--- src/rtl/alu_exec_unit.sv ---
// ============================================================================
// Module   : alu_exec_unit
// Brief    : ALU_CTRL execution unit with valid/ready in/out and iterative shifts
// Revision : 1.0 - initial release
// ============================================================================
`default_nettype none

module alu_exec_unit #(
  parameter int WIDTH   = 8,
  parameter int SHAMT_W = 3
) (
  input  logic               clk,
  input  logic               reset,
  input  logic               in_valid,
  output logic               in_ready,
  input  logic [3:0]         op,
  input  logic [WIDTH-1:0]   a,
  input  logic [WIDTH-1:0]   b,
  output logic               out_valid,
  input  logic               out_ready,
  output logic [WIDTH-1:0]   result,
  output logic               carry_out,
  output logic               zero,
  output logic               illegal
);

  localparam logic [3:0] c_OP_ADD  = 4'd0;
  localparam logic [3:0] c_OP_ADDC = 4'd1;
  localparam logic [3:0] c_OP_SUB  = 4'd2;
  localparam logic [3:0] c_OP_SLL  = 4'd3;
  localparam logic [3:0] c_OP_SRA  = 4'd4;
  localparam logic [3:0] c_OP_OR   = 4'd5;
  localparam logic [3:0] c_OP_NEG  = 4'd6;
  localparam logic [3:0] c_OP_AND  = 4'd7;
  localparam logic [3:0] c_OP_GT   = 4'd8;
  localparam logic [3:0] c_OP_LT   = 4'd9;

  typedef enum logic [1:0] {
    S_IDLE  = 2'd0,
    S_SHIFT = 2'd1,
    S_DONE  = 2'd2
  } state_t;

  state_t               r_state;
  logic                 r_in_ready;
  logic                 r_out_valid;
  logic [WIDTH-1:0]     r_result;
  logic                 r_carry;
  logic                 r_zero;
  logic                 r_illegal;
  logic                 r_sra;
  logic [SHAMT_W-1:0]   r_cnt;

  logic [WIDTH:0]       w_sum;
  logic [WIDTH-1:0]     w_bop;
  logic                 w_cin;
  logic [WIDTH-1:0]     w_res;
  logic                 w_carry;
  logic                 w_illegal;
  logic                 w_is_shift;
  logic [SHAMT_W-1:0]   w_shamt;
  logic [WIDTH-1:0]     w_step;

  assign w_shamt    = b[SHAMT_W-1:0];
  assign w_is_shift = (op == c_OP_SLL) || (op == c_OP_SRA);
  assign w_bop      = (op == c_OP_SUB) ? ~b : b;
  assign w_cin      = (op == c_OP_SUB) | ((op == c_OP_ADDC) & r_carry);
  assign w_sum      = {1'b0, a} + {1'b0, w_bop} + {{WIDTH{1'b0}}, w_cin};
  assign w_step     = r_sra ? {r_result[WIDTH-1], r_result[WIDTH-1:1]}
                            : {r_result[WIDTH-2:0], 1'b0};

  // Single-cycle result; shifts only reach here with shamt=0, so they pass a through.
  always_comb begin
    w_res     = '0;
    w_carry   = r_carry;
    w_illegal = 1'b0;
    case (op)
      c_OP_ADD, c_OP_ADDC, c_OP_SUB: begin
        w_res   = w_sum[WIDTH-1:0];
        w_carry = w_sum[WIDTH];
      end
      c_OP_SLL, c_OP_SRA: w_res = a;
      c_OP_OR:            w_res = a | b;
      c_OP_NEG:           w_res = '0 - a;
      c_OP_AND:           w_res = a & b;
      c_OP_GT:            w_res = {{(WIDTH-1){1'b0}}, ($signed(a) > $signed(b))};
      c_OP_LT:            w_res = {{(WIDTH-1){1'b0}}, ($signed(a) < $signed(b))};
      default:            w_illegal = 1'b1;
    endcase
  end

  always_ff @(posedge clk) begin
    if (reset) begin
      r_state     <= S_IDLE;
      r_in_ready  <= 1'b1;
      r_out_valid <= 1'b0;
      r_result    <= '0;
      r_carry     <= 1'b0;
      r_zero      <= 1'b0;
      r_illegal   <= 1'b0;
      r_sra       <= 1'b0;
      r_cnt       <= '0;
    end else begin
      case (r_state)
        S_IDLE: begin
          if (in_valid) begin
            r_sra     <= (op == c_OP_SRA);
            r_illegal <= w_illegal;
            if (w_is_shift && (w_shamt != '0)) begin
              r_result   <= a;
              r_cnt      <= w_shamt;
              r_in_ready <= 1'b0;
              r_state    <= S_SHIFT;
            end else begin
              r_result    <= w_res;
              r_carry     <= w_carry;
              r_zero      <= (w_res == '0);
              r_in_ready  <= 1'b0;
              r_out_valid <= 1'b1;
              r_state     <= S_DONE;
            end
          end
        end
        S_SHIFT: begin
          r_result <= w_step;
          r_cnt    <= r_cnt - 1'b1;
          if (r_cnt == SHAMT_W'(1)) begin
            r_zero      <= (w_step == '0);
            r_out_valid <= 1'b1;
            r_state     <= S_DONE;
          end
        end
        S_DONE: begin
          if (out_ready) begin
            r_out_valid <= 1'b0;
            r_in_ready  <= 1'b1;
            r_state     <= S_IDLE;
          end
        end
        default: begin
          r_state     <= S_IDLE;
          r_in_ready  <= 1'b1;
          r_out_valid <= 1'b0;
        end
      endcase
    end
  end

  assign in_ready  = r_in_ready;
  assign out_valid = r_out_valid;
  assign result    = r_result;
  assign carry_out = r_carry;
  assign zero      = r_zero;
  assign illegal   = r_illegal;

endmodule

`default_nettype wire

--- config.mk ---
export PLATFORM = sky130hd
export DESIGN_NAME = alu_exec_unit
export DESIGN_NICKNAME = d
export VERILOG_FILES = /design/src/rtl/alu_exec_unit.sv
export SDC_FILE = /design/constraint.sdc
export NUM_CORES = 1
export LEC_CHECK = 0
export CORE_AREA = 2 2 60 85
export CTS_CLUSTER_DIAMETER = 40
export CTS_CLUSTER_SIZE = 25
export DETAILED_ROUTE_END_ITERATION = 8
export DIE_AREA = 0 0 62 87
export GPL_ROUTABILITY_DRIVEN = 1
export PLACE_DENSITY = 0.78
export SLEW_MARGIN = 20
export SYNTH_ARGS = -nofsm -noshare
export SYNTH_HDL_FRONTEND = slang
export SYNTH_SLANG_ARGS = --single-unit
export TNS_END_PERCENT = 1
--- constraint.sdc ---
create_clock -name clk -period 5.6 [get_ports clk]
set_clock_uncertainty 0.05 [all_clocks]
set_input_delay 1.12 -clock clk [delete_from_list [all_inputs] [get_ports clk]]
set_output_delay 1.12 -clock clk [all_outputs]
set_load 0.05 [all_outputs]
After elaboration in Yosys (flattened, before gate mapping)
Cells that the tools add are included.
{ "op_classes": {"muxes": 27, "n_bitwise": 7, "order_cmp": 2, "eq_ne": 17, "n_reduce_logical": 19, "n_addsub": 4} }
{ "ops": {"columns": ["cell", "n"], "rows": [
  ["8-bit case mux with 7 select lines", 1],
  ["8-bit 2-to-1 mux", 4],
  ["4-bit by 3-bit equality test with 1-bit output (second input constant)", 4],
  ["8-bit zero test", 2],
  ["8-bit case mux with 2 select lines", 1],
  ["4-bit AND reduction", 3],
  ["1-bit 2-to-1 mux", 10],
  ["2-bit inequality test (second input constant)", 5],
  ["10-bit OR reduction", 1],
  ["8-bit by 8-bit adder with 9-bit output", 1],
  ["9-bit by 1-bit adder with 9-bit output", 1],
  ["3-bit AND reduction", 3],
  ["8-bit AND", 1],
  ["4-bit by 2-bit equality test with 1-bit output (second input constant)", 2],
  ["4-bit equality test (second input constant)", 2],
  ["8-bit > comparator", 1],
  ["8-bit less-than comparator", 1],
  ["2-bit 2-to-1 mux", 4],
  ["8-bit inverter", 1],
  ["8-bit bitwise OR", 1],
  ["1-bit by 8-bit subtractor with 8-bit output (first input constant)", 1],
  ["3-bit 2-to-1 mux", 2],
  ["1-bit case mux with 3 select lines", 2],
  ["2-bit case mux with 3 select lines", 1],
  ["19 further kinds", 21]
]} }
{ "totals": {"elab_cells": 85, "inputBits": 24, "out_inout_bits": 13, "ff_bits": 19} }

Logic depth before layout (Yosys ltp)
Gate-level depths: netlist of the first run.
{ "depth": {"depth_word": 9, "ltp_mapped": 15, "ltp_nobuf": 14} }

Worst setup path before layout of the first run
No wires, ideal clock.
{ "synth_timing": {"path_kind": "input to register", "from": "in op[1]", "to": "reg r_zero (netlist: zero)", "setup_time_ns": 0.087, "path_buffers": 2, "required_ns": 5.463, "arrival_time_ns": 4.341, "path_slack_ns": 1.122, "stages": 14, "path_cell_list": "buf_4 clkbuf_1 nand2_1 nor3_2 xnor2_1 fa_1 inv_1 fa_1 nand2b_1 a21oi_1 o32a_1 o311ai_0 or4b_1 o31ai_1"} }
{ "synth_between": {"elab_chain_len": 9, "elab_cells_between_ends": 26, "classes_between": "add/sub (2); eq/ne (10); mux (5); bitwise (2); reduce/logical (7)"} }
{ "synth_lines": {"columns": ["item", "line_no", "rtl"], "rows": [
  ["start, declared", "16", "input logic [3:0] op,"],
  ["4-bit by 2-bit equality test with 1-bit output or 4-bit by 1-bit equality test with 1-bit output (tied branches)", "66, 67, 77", null],
  ["8-bit 2-to-1 mux or 1-bit AND (tied branches)", "66, 67", null],
  ["8-bit by 8-bit adder with 9-bit output or 1-bit bitwise OR (tied branches)", "68, 67", null],
  ["9-bit by 1-bit adder with 9-bit output", "68", "assign w_sum = {1'b0, a} + {1'b0, w_bop} + {{WIDTH{1'b0}}, w_cin};"],
  ["8-bit case mux with 7 select lines", "77", "case (op)"],
  ["8-bit zero test", "117", "r_zero <= (w_res == '0);"],
  ["1-bit 2-to-1 mux", "109", "if (w_is_shift && (w_shamt != '0)) begin"],
  ["1-bit 2-to-1 mux", "106", "if (in_valid) begin"],
  ["1-bit case mux with 2 select lines", "104", "case (r_state)"],
  ["end signal, assigned", "117", null],
  ["end signal, assigned", "128", "r_zero <= (w_step == '0);"],
  ["end, declared", "49", "logic r_zero;"]
]} }
Parallel ways exist; a longest one is shown, timed or not. The select of a mux whose other input is x is not followed.
A chain may end at the register's enable or synchronous reset.

Final worst setup path of the first run
{ "layout_timing": {"from": "in op[3]", "to": "reg r_zero (netlist: zero)"} }
The elaborated chain is that of the path after synthesis.

==> results.sh, run 1 <==
export IMPL_status="complete, no violations"
export IMPL_arrival_ns=4.70
export IMPL_die_w_um=62
export IMPL_clk_pin_slew_worst_paths_ns=0.07
export IMPL_yosysTopAreaCellShare=0.1734
export IMPL_drv_cap=0
export IMPL_cp_common_cell="fa_1"
export IMPL_row_count=30
export IMPL_min_period_ns=4.577
export IMPL_synthTopCellsByCount="42 x nor2_1, 34 x ha_1, 24 x inv_1, 23 x a21oi_1, 19 x dfxtp_1"
export IMPL_cp_start_kind="primary input"
export IMPL_cts_sinks=19
export IMPL_synth_ff_type="dfxtp_1"
export IMPL_worstSetupPathType="primary input to register"
export IMPL_tightest_slew_ns=0.9541
export IMPL_wirelength_um=6703
export IMPL_ys_seq_area_frac=0.1550
export IMPL_cts_root_buf="clkbuf_8"
export IMPL_core_sq_um=4692
export IMPL_syn_to_final_growth_pct=18.51
export IMPL_die_area_sq_um=5394
export IMPL_vias_per_cell=6.029
export IMPL_io_pins=37
export IMPL_drive_gt1_frac=0.03933
export IMPL_crit_chain="clkdlybuf4s50_1, nor3_2, buf_4, xnor2_1, fa_1, inv_1, fa_1, nand2b_1, a21oi_1, o32a_1, o311ai_0, or4b_1, o31ai_1"
export IMPL_synth_edf_count=0
export IMPL_antenna_found_initial=0
export IMPL_fmax_mhz=218.5
export IMPL_overflow=0
export IMPL_dp_hpwl_um=5321
export IMPL_synth_nets=386
export IMPL_cts_setup_buffers=0
export IMPL_powerDensity_nw_per_um2=163.6
export IMPL_yosysWarnings=0
export IMPL_routedWlPerCell_um=15.96
export IMPL_cts_tree="built"
export IMPL_htreeDepth=1
export IMPL_critPathCaptureType="register"
export IMPL_detail_route_iter0_violations=183
export IMPL_cts_hold_buf=0
export IMPL_grt_max_degree=26
export IMPL_grt_use_met2=0.4716
export IMPL_route_detailed_drc=0
export IMPL_synth_area_leaders="ha_1 17%, dfxtp_1 16%, nor2_1 6.4%, a21oi_1 4.7%, mux2i_1 3.7%"
export IMPL_cts_resized=0
export IMPL_cts_inserted_buffers=3
export IMPL_firstDrtPassIters=4
export IMPL_fin_setup_tns_ns=0
export IMPL_synth_most_common_cell="nor2_1"
export IMPL_cp_required_ns=5.72
export IMPL_gp_congestion=0.9384
export IMPL_use_met3=0.01486
export IMPL_power_leakage_uw=0.001174
export IMPL_yosys_cell_types_count=56
export IMPL_async_flop_share=0
export IMPL_hold_viol=0
export IMPL_critPathMaxStageDelay_ns=0.69
export IMPL_power_uw=475.6
export IMPL_grt_pass1_wl_um=11140
export IMPL_ant_nets=0
export IMPL_grt_pass1_vias=2364
export IMPL_grt_total_usage=0.2670
export IMPL_finalWorstSetupSlack_ns=1.023
export IMPL_final_setup_viol_count=0
export IMPL_clock_path_buffers=2
export IMPL_final_util=0.6197
export IMPL_slew_limit_headroom=0.3601
export IMPL_n_antenna_cell=0
export IMPL_crit_fanout=16
export IMPL_drv_slew=0
export IMPL_synth_area_sq_um=2454
export IMPL_worst_path_max_delay_cell="clkdlybuf4s50_1"
export IMPL_post_place_ws_ns=0.8115
export IMPL_top_usage_layer="met2"
export IMPL_rsz0062_at_grt="false"
export IMPL_insertion_delay_ns=0.25
export IMPL_r2r_setup_slack_ns=2.41
export IMPL_synth_largest_area_cell="ha_1"
export IMPL_nNetsFinal=417
export IMPL_io_buffers=36
export IMPL_fin_crit_sh=0.8173
export IMPL_postSynthAreaPerCell_sq_um=7.526
export IMPL_synthCells=326
export IMPL_via_count=2532
export IMPL_hp_class="register to register"
export IMPL_ir_worst_vdd_uv=96.99
export IMPL_initial_core_util=0.5229
export IMPL_yosys_register_bits=19
export IMPL_fp_dieH_um=87
export IMPL_use_met1=0.3297
routing by layer:
| metal | part of all wire | vias up |
|---|---|---|
| li1 | - | 1252 |
| met1 | 0.44 | 1196 |
| met2 | 0.51 | 69 |
| met3 | 0.024 | 15 |
| met4 | 0.027 | 0 |
| met5 | 0 | - |
critical path, delay by kind of cell:
| kind | cells | cell delay [ns] |
|---|---|---|
| XOR/XNOR | 1 | 0.16 |
| AND/OR/NAND/NOR | 3 | 1.02 |
| adder cells (fa/ha/maj) | 2 | 0.63 |
| AO/OA/AOI/OAI | 4 | 0.80 |
| buffers and inverters | 3 | 0.97 |
area by class of cell:
| class | count | area (sq um) |
|---|---|---|
| clock buffers | 4 | 45.04 |
| fillers | 461 | 1784 |
| inverters | 24 | 90.09 |
| multi-input cells | 268 | 1914 |
| flip-flops and latches | 19 | 380.4 |
| well taps | 64 | 80.08 |
| repair buffers | 41 | 397.9 |
final timing paths:
check / from / end / cells after the start
max reg2reg: carry_out$_SDFFE_PP0P_ / zero$_SDFFE_PP0P_ / 11
min reg2reg: illegal$_SDFFE_PP0P_ / illegal$_SDFFE_PP0P_ / 2
max: op[3] / zero$_SDFFE_PP0P_ / 13
min: illegal$_SDFFE_PP0P_ / illegal$_SDFFE_PP0P_ / 2
sequential cells by signal (all words and copies together) (netlist names):
signal / cells
carry_out: 1
illegal: 1
in_ready: 1
out_valid: 1
r_cnt: 3
r_sra: 1
r_state: 2
result: 8
zero: 1
logic make-up (layout without fill, tap and decap cells):
kind of cell | Yosys count | after routing | synth area share
fa+ha+maj | 36 | 36 | 0.1897
buf+inv | 39 | 69 | 0.06476
flops | 19 | 19 | 0.1550
mux | 9 | 9 | 0.03672
compound gates | 87 | 87 | 0.2351
simple gates | 127 | 127 | 0.2866
xor+xnor | 9 | 9 | 0.03213
per-stage QoR:
stage | hold WS [ns] | std cells | cell area (sq um)
finish | 0.4032 | 420 | 2908
global route | 0.4384 | 420 | 2908
CTS | 0.4059 | 420 | 2908
detailed placement | 0.3956 | 416 | 2863
global placement | 0.3889 | 416 | 2863
floorplan | 0.4005 | 326 | 2454
power breakdown:
group	internal (uW)	total, uW	leakage, uW	switching (uW)
Sequential	145	155	0.000155	10.6
Combinational	92.4	225	0.000996	132
Clock	50.6	95.9	0.0000228	45.3
Total	288	476	0.00117	188
cell usage in the layout, fill, tap and decap left out, drive strengths merged, types with 4 or more instances in the layout:
cell,netlist,layout
nor2,44,44
clkdlybuf4s50,0,36
ha,34,34
inv,24,24
a21oi,23,23
dfxtp,19,19
o21ai,17,17
nand2,14,14
nor3,12,12
nand2b,11,11
xnor2,9,9
mux2i,9,9
a211oi,8,8
a221oi,7,7
nor4,6,6
nand3b,5,5
nor2b,5,5
nor3b,5,5
nand4,5,5
buf,7,5
and3b,4,4
a21o,4,4
clkbuf,8,4
Power figures use the tool's default switching activity.
==> run 2: changes to the inputs <==
==> constraint.sdc (replaced) <==
create_clock -name clk -period 4.8 [get_ports clk]
set_clock_uncertainty 0.05 [all_clocks]
set_input_delay 0.96 -clock clk [delete_from_list [all_inputs] [get_ports clk]]
set_output_delay 0.96 -clock clk [all_outputs]
set_load 0.05 [all_outputs]
==> results.sh, run 2 (synthesized netlist as in run 1, its figures left out) <==
export IMPL_clock_path_buffers=2
export IMPL_cts_root_buf="clkbuf_8"
export IMPL_powerDensity_nw_per_um2=191.5
export IMPL_drv_cap=0
export IMPL_status="complete, no violations"
export IMPL_worst_hold_path_endpoint="r_cnt[1]$_SDFFE_PP0P_"
export IMPL_grt_total_usage=0.2662
export IMPL_routedWlPerCell_um=16.06
export IMPL_cts_hold_buf=0
export IMPL_rsz0062_at_grt="false"
export IMPL_firstDrtPassIters=4
export IMPL_drive_gt1_frac=0.05014
export IMPL_fp_dieH_um=87
export IMPL_cts_sinks=19
export IMPL_fin_crit_sh=0.8639
export IMPL_critPathMaxStageDelay_ns=0.56
export IMPL_route_detailed_drc=0
export IMPL_antenna_found_initial=0
export IMPL_hold_viol=0
export IMPL_slew_limit_headroom=0.4061
export IMPL_detail_route_iter0_violations=183
export IMPL_via_count=2539
export IMPL_die_w_um=62
export IMPL_min_period_ns=4.147
export IMPL_wirelength_um=6792
export IMPL_arrival_ns=4.22
export IMPL_final_util=0.6248
export IMPL_layout_common_cells="42 x nor2_1, 36 x clkdlybuf4s50_1, 34 x ha_1, 24 x inv_1, 23 x a21oi_1"
export IMPL_fmax_mhz=241.1
export IMPL_cts_resized=0
export IMPL_cts_inserted_buffers=3
export IMPL_ir_worst_vdd_uv=70.79
export IMPL_crit_chain="clkdlybuf4s50_1, inv_1, nand2_1, nor3_2, buf_4, xnor2_1, ha_1, a211oi_1, nor2_1, o41ai_1, nor4_1, or4_1, a221oi_1, nor2_1"
export IMPL_io_pins=37
export IMPL_ant_nets=0
export IMPL_dp_hpwl_um=5384
export IMPL_overflow=0
export IMPL_clk_pin_slew_worst_paths_ns=0.07
export IMPL_core_sq_um=4692
export IMPL_grt_max_degree=22
export IMPL_row_count=30
export IMPL_cts_tree="built"
export IMPL_syn_to_final_growth_pct=19.48
export IMPL_initial_core_util=0.5229
export IMPL_worst_path_max_delay_cell="or4_1"
export IMPL_r2r_setup_slack_ns=1.53
export IMPL_insertion_delay_ns=0.26
export IMPL_cp_common_cell="nor2_1"
export IMPL_ff2ff_path_depth=12
export IMPL_n_antenna_cell=0
export IMPL_cts_setup_buffers=0
export IMPL_io_buffers=36
export IMPL_crit_fanout=7
export IMPL_cp_start_kind="primary input"
export IMPL_hold_start="r_cnt[1]$_SDFFE_PP0P_"
export IMPL_die_area_sq_um=5394
export IMPL_largest_reg_flops=8
export IMPL_grt_pass1_vias=2396
export IMPL_cp_required_ns=4.87
export IMPL_nNetsFinal=420
export IMPL_grt_pass1_wl_um=11070
export IMPL_r2r_start="carry_out$_SDFFE_PP0P_"
export IMPL_final_setup_viol_count=0
export IMPL_hold_depth=2
export IMPL_drv_slew=0
export IMPL_worstSetupPathType="primary input to register"
export IMPL_vias_per_cell=6.002
export IMPL_power_leakage_uw=0.001191
export IMPL_layout_commonest_cell="nor2_1"
export IMPL_critPathCaptureType="register"
export IMPL_hp_class="register to register"
export IMPL_regToRegEndpoint="zero$_SDFFE_PP0P_"
export IMPL_gp_congestion=0.9622
export IMPL_fin_setup_tns_ns=0
export IMPL_htreeDepth=1
export IMPL_tightest_slew_ns=0.8855
[run 2: worst max path at each step]
stage | to | from | cells past startpoint
after global routing | zero$_SDFFE_PP0P_ | op[0] | 15
final | result[7]$_SDFFE_PP0P_ | op[0] | 14
after detailed placement | zero$_SDFFE_PP0P_ | op[0] | 15
after floorplan | zero$_SDFFE_PP0P_ | op[1] | 14
after CTS | zero$_SDFFE_PP0P_ | op[0] | 15
after global placement | zero$_SDFFE_PP0P_ | op[0] | 15
[run 2: area by class of cell]
| cell class | count | area (sq um) |
|---|---|---|
| Fill cell | 424 | 1760 |
| Multi-Input combinational cell | 268 | 1914 |
| Sequential cell | 19 | 380.4 |
| Tap cell | 64 | 80.08 |
| Clock buffer | 3 | 41.29 |
| Timing Repair Buffer | 44 | 420.4 |
| Clock inverter | 1 | 5.005 |
| Inverter | 24 | 90.09 |
[run 2: critical path, delay by kind of cell]
kind	cells	cell delay, ns
XOR/XNOR	1	0.15
AO/OA/AOI/OAI	3	0.90
AND/OR/NAND/NOR	6	1.12
buffers and inverters	3	0.80
adder cells (fa/ha/maj)	1	0.27
[run 2: layer usage]
metal  track usage  up-vias  share of wire
met5             0        -              0
met4        0.1373        0          0.038
met3      0.008915       19          0.040
met2        0.4678       90           0.51
met1        0.3123     1176           0.41
li1              -     1254              -
[run 2: metrics by stage]
step	worst slack (ns)	hold slack, ns	cell area (sq um)	std cells	power (uW)
3_3_place_gp	0.5012	0.3934	2885	419	440.2
3_5_place_dp	0.3874	0.4059	2885	419	446.0
2_1_floorplan	0.4822	0.4005	2454	326	357.5
5_1_grt	0.2605	0.4341	2932	423	593.9
6_report	0.6532	0.4386	2932	423	561.3
4_1_cts	0.6393	0.4340	2932	423	555.7
[run 2: power breakdown]
group          internal, uW  switching [uW]  leakage (uW)
logic                   110             157       0.00101
clock network          57.8            55.9     0.0000255
registers               169            12.1      0.000155
==> run 3: changes to the inputs <==
==> constraint.sdc (replaced) <==
create_clock -name clk -period 4.33 [get_ports clk]
set_clock_uncertainty 0.05 [all_clocks]
set_input_delay 0.866 -clock clk [delete_from_list [all_inputs] [get_ports clk]]
set_output_delay 0.866 -clock clk [all_outputs]
set_load 0.05 [all_outputs]
==> results.sh, run 3 (synthesized netlist as in run 1, its figures left out) <==
export IMPL_power_leakage_uw=0.001216
export IMPL_cts_resized=0
export IMPL_power_uw=624.6
export IMPL_clk_pin_slew_worst_paths_ns=0.07
export IMPL_drive_gt1_frac=0.06593
export IMPL_cts_hold_buf=0
export IMPL_cts_root_buf="clkbuf_8"
export IMPL_cp_required_ns=4.42
export IMPL_drv_slew=0
export IMPL_slew_limit_headroom=0.2905
export IMPL_powerDensity_nw_per_um2=210.1
export IMPL_ir_worst_vdd_uv=93.65
export IMPL_syn_to_final_growth_pct=21.16
export IMPL_fin_setup_tns_ns=0
export IMPL_layout_commonest_cell="nor2_1"
export IMPL_cts_setup_buffers=0
export IMPL_grt_pass1_wl_um=11430
export IMPL_dp_cells=424
export IMPL_post_dp_cell_area_sq_um=2923
export IMPL_critPathCaptureType="register"
export IMPL_ant_nets=0
export IMPL_cp_start_kind="primary input"
export IMPL_htreeDepth=1
export IMPL_detail_route_iter0_violations=227
export IMPL_fmax_mhz=245.2
export IMPL_hold_start="illegal$_SDFFE_PP0P_"
export IMPL_final_setup_viol_count=0
export IMPL_rsz0062_at_grt="false"
export IMPL_largest_reg_flops=8
export IMPL_r2r_start="carry_out$_SDFFE_PP0P_"
export IMPL_initial_core_util=0.5229
export IMPL_finalWorstSetupSlack_ns=0.2509
export IMPL_worstSetupPathType="primary input to register"
export IMPL_fin_crit_sh=0.9421
export IMPL_routedWlPerCell_um=15.92
export IMPL_hold_viol=0
export IMPL_antenna_found_initial=0
export IMPL_gp_congestion=0.9256
export IMPL_layout_common_cells="42 x nor2_1, 36 x clkdlybuf4s50_1, 34 x ha_1, 24 x inv_1, 22 x a21oi_1"
export IMPL_min_period_ns=4.079
export IMPL_post_place_ws_ns=-0.03347
export IMPL_status="complete, no violations"
export IMPL_arrival_ns=4.17
export IMPL_fin_area_sq_um=2973
export IMPL_hold_depth=2
export IMPL_tightest_slew_ns=1.058
export IMPL_die_w_um=62
export IMPL_worst_hold_path_endpoint="illegal$_SDFFE_PP0P_"
export IMPL_crit_fanout=7
export IMPL_overflow=0
export IMPL_cts_sinks=19
export IMPL_hp_class="register to register"
export IMPL_dp_hpwl_um=5469
export IMPL_route_detailed_drc=0
export IMPL_fp_dieH_um=87
export IMPL_grt_max_degree=22
export IMPL_row_count=30
export IMPL_grt_pass1_vias=2507
export IMPL_drv_cap=0
export IMPL_die_area_sq_um=5394
export IMPL_core_sq_um=4692
export IMPL_wirelength_um=6815
export IMPL_layout_cells_non_filler=428
export IMPL_ff2ff_path_depth=11
export IMPL_vias_per_cell=6.121
export IMPL_r2r_setup_slack_ns=1.05
export IMPL_n_antenna_cell=0
export IMPL_via_count=2620
export IMPL_grt_total_usage=0.2736
export IMPL_clock_path_buffers=2
export IMPL_nNetsFinal=425
export IMPL_regToRegEndpoint="zero$_SDFFE_PP0P_"
export IMPL_firstDrtPassIters=4
export IMPL_io_pins=37
export IMPL_insertion_delay_ns=0.26
export IMPL_cts_tree="built"
export IMPL_io_buffers=36
export IMPL_cts_inserted_buffers=3
run 3: through the flow:
step / hold slack [ns] / utilization
2_1_floorplan: 0.4005 / -
3_3_place_gp: 0.3937 / 0.6229
3_5_place_dp: 0.3979 / 0.6229
4_1_cts: 0.4077 / 0.6328
5_1_grt: 0.4280 / 0.6336
6_report: 0.4103 / 0.6336
run 3: cell type report:
class | instances | area, sq um
Timing Repair Buffer | 49 | 457.9
Multi-Input combinational cell | 268 | 1918
Fill cell | 421 | 1719
Tap cell | 64 | 80.08
Clock inverter | 1 | 5.005
Inverter | 24 | 90.09
Clock buffer | 3 | 41.29
Sequential cell | 19 | 380.4
run 3: power breakdown:
group          internal, uW  total [uW]  switching, uW  leakage [uW]
sequential              187         200           13.2      0.000155
clock                  64.0         123           59.4     0.0000255
combinational           126         301            175       0.00104
run 3: worst max-delay path by stage:
stage           from                endpoint  slack, ns
2_1_floorplan  op[1]       zero$_SDFFE_PP0P_       0.11
3_3_place_gp   op[1]  result[7]$_SDFFE_PP0P_       0.08
3_5_place_dp   op[1]       zero$_SDFFE_PP0P_      -0.03
4_1_cts        op[1]       zero$_SDFFE_PP0P_       0.23
5_1_grt        op[1]  result[7]$_SDFFE_PP0P_       0.02
6_report       op[1]  result[7]$_SDFFE_PP0P_       0.25
run 3: metal layers:
layer / up-vias / part of all wire / GRT usage
li1: 1274 / - / -
met1: 1224 / 0.40 / 0.3118
met2: 91 / 0.51 / 0.4744
met3: 31 / 0.044 / 0.03566
met4: 0 / 0.044 / 0.1393
met5: - / 0 / 0
run 3: worst max-delay path: stages:
cell and delay (ns):
clkdlybuf4s50_1 0.52, nand2_1 0.10, nor3_2 0.16, buf_4 0.22
xnor2_1 0.16, ha_1 0.28, a211oi_1 0.27, nor2_1 0.11
o41ai_1 0.50, nor4_1 0.08, or4_1 0.57, a221oi_1 0.27
nor2_1 0.07
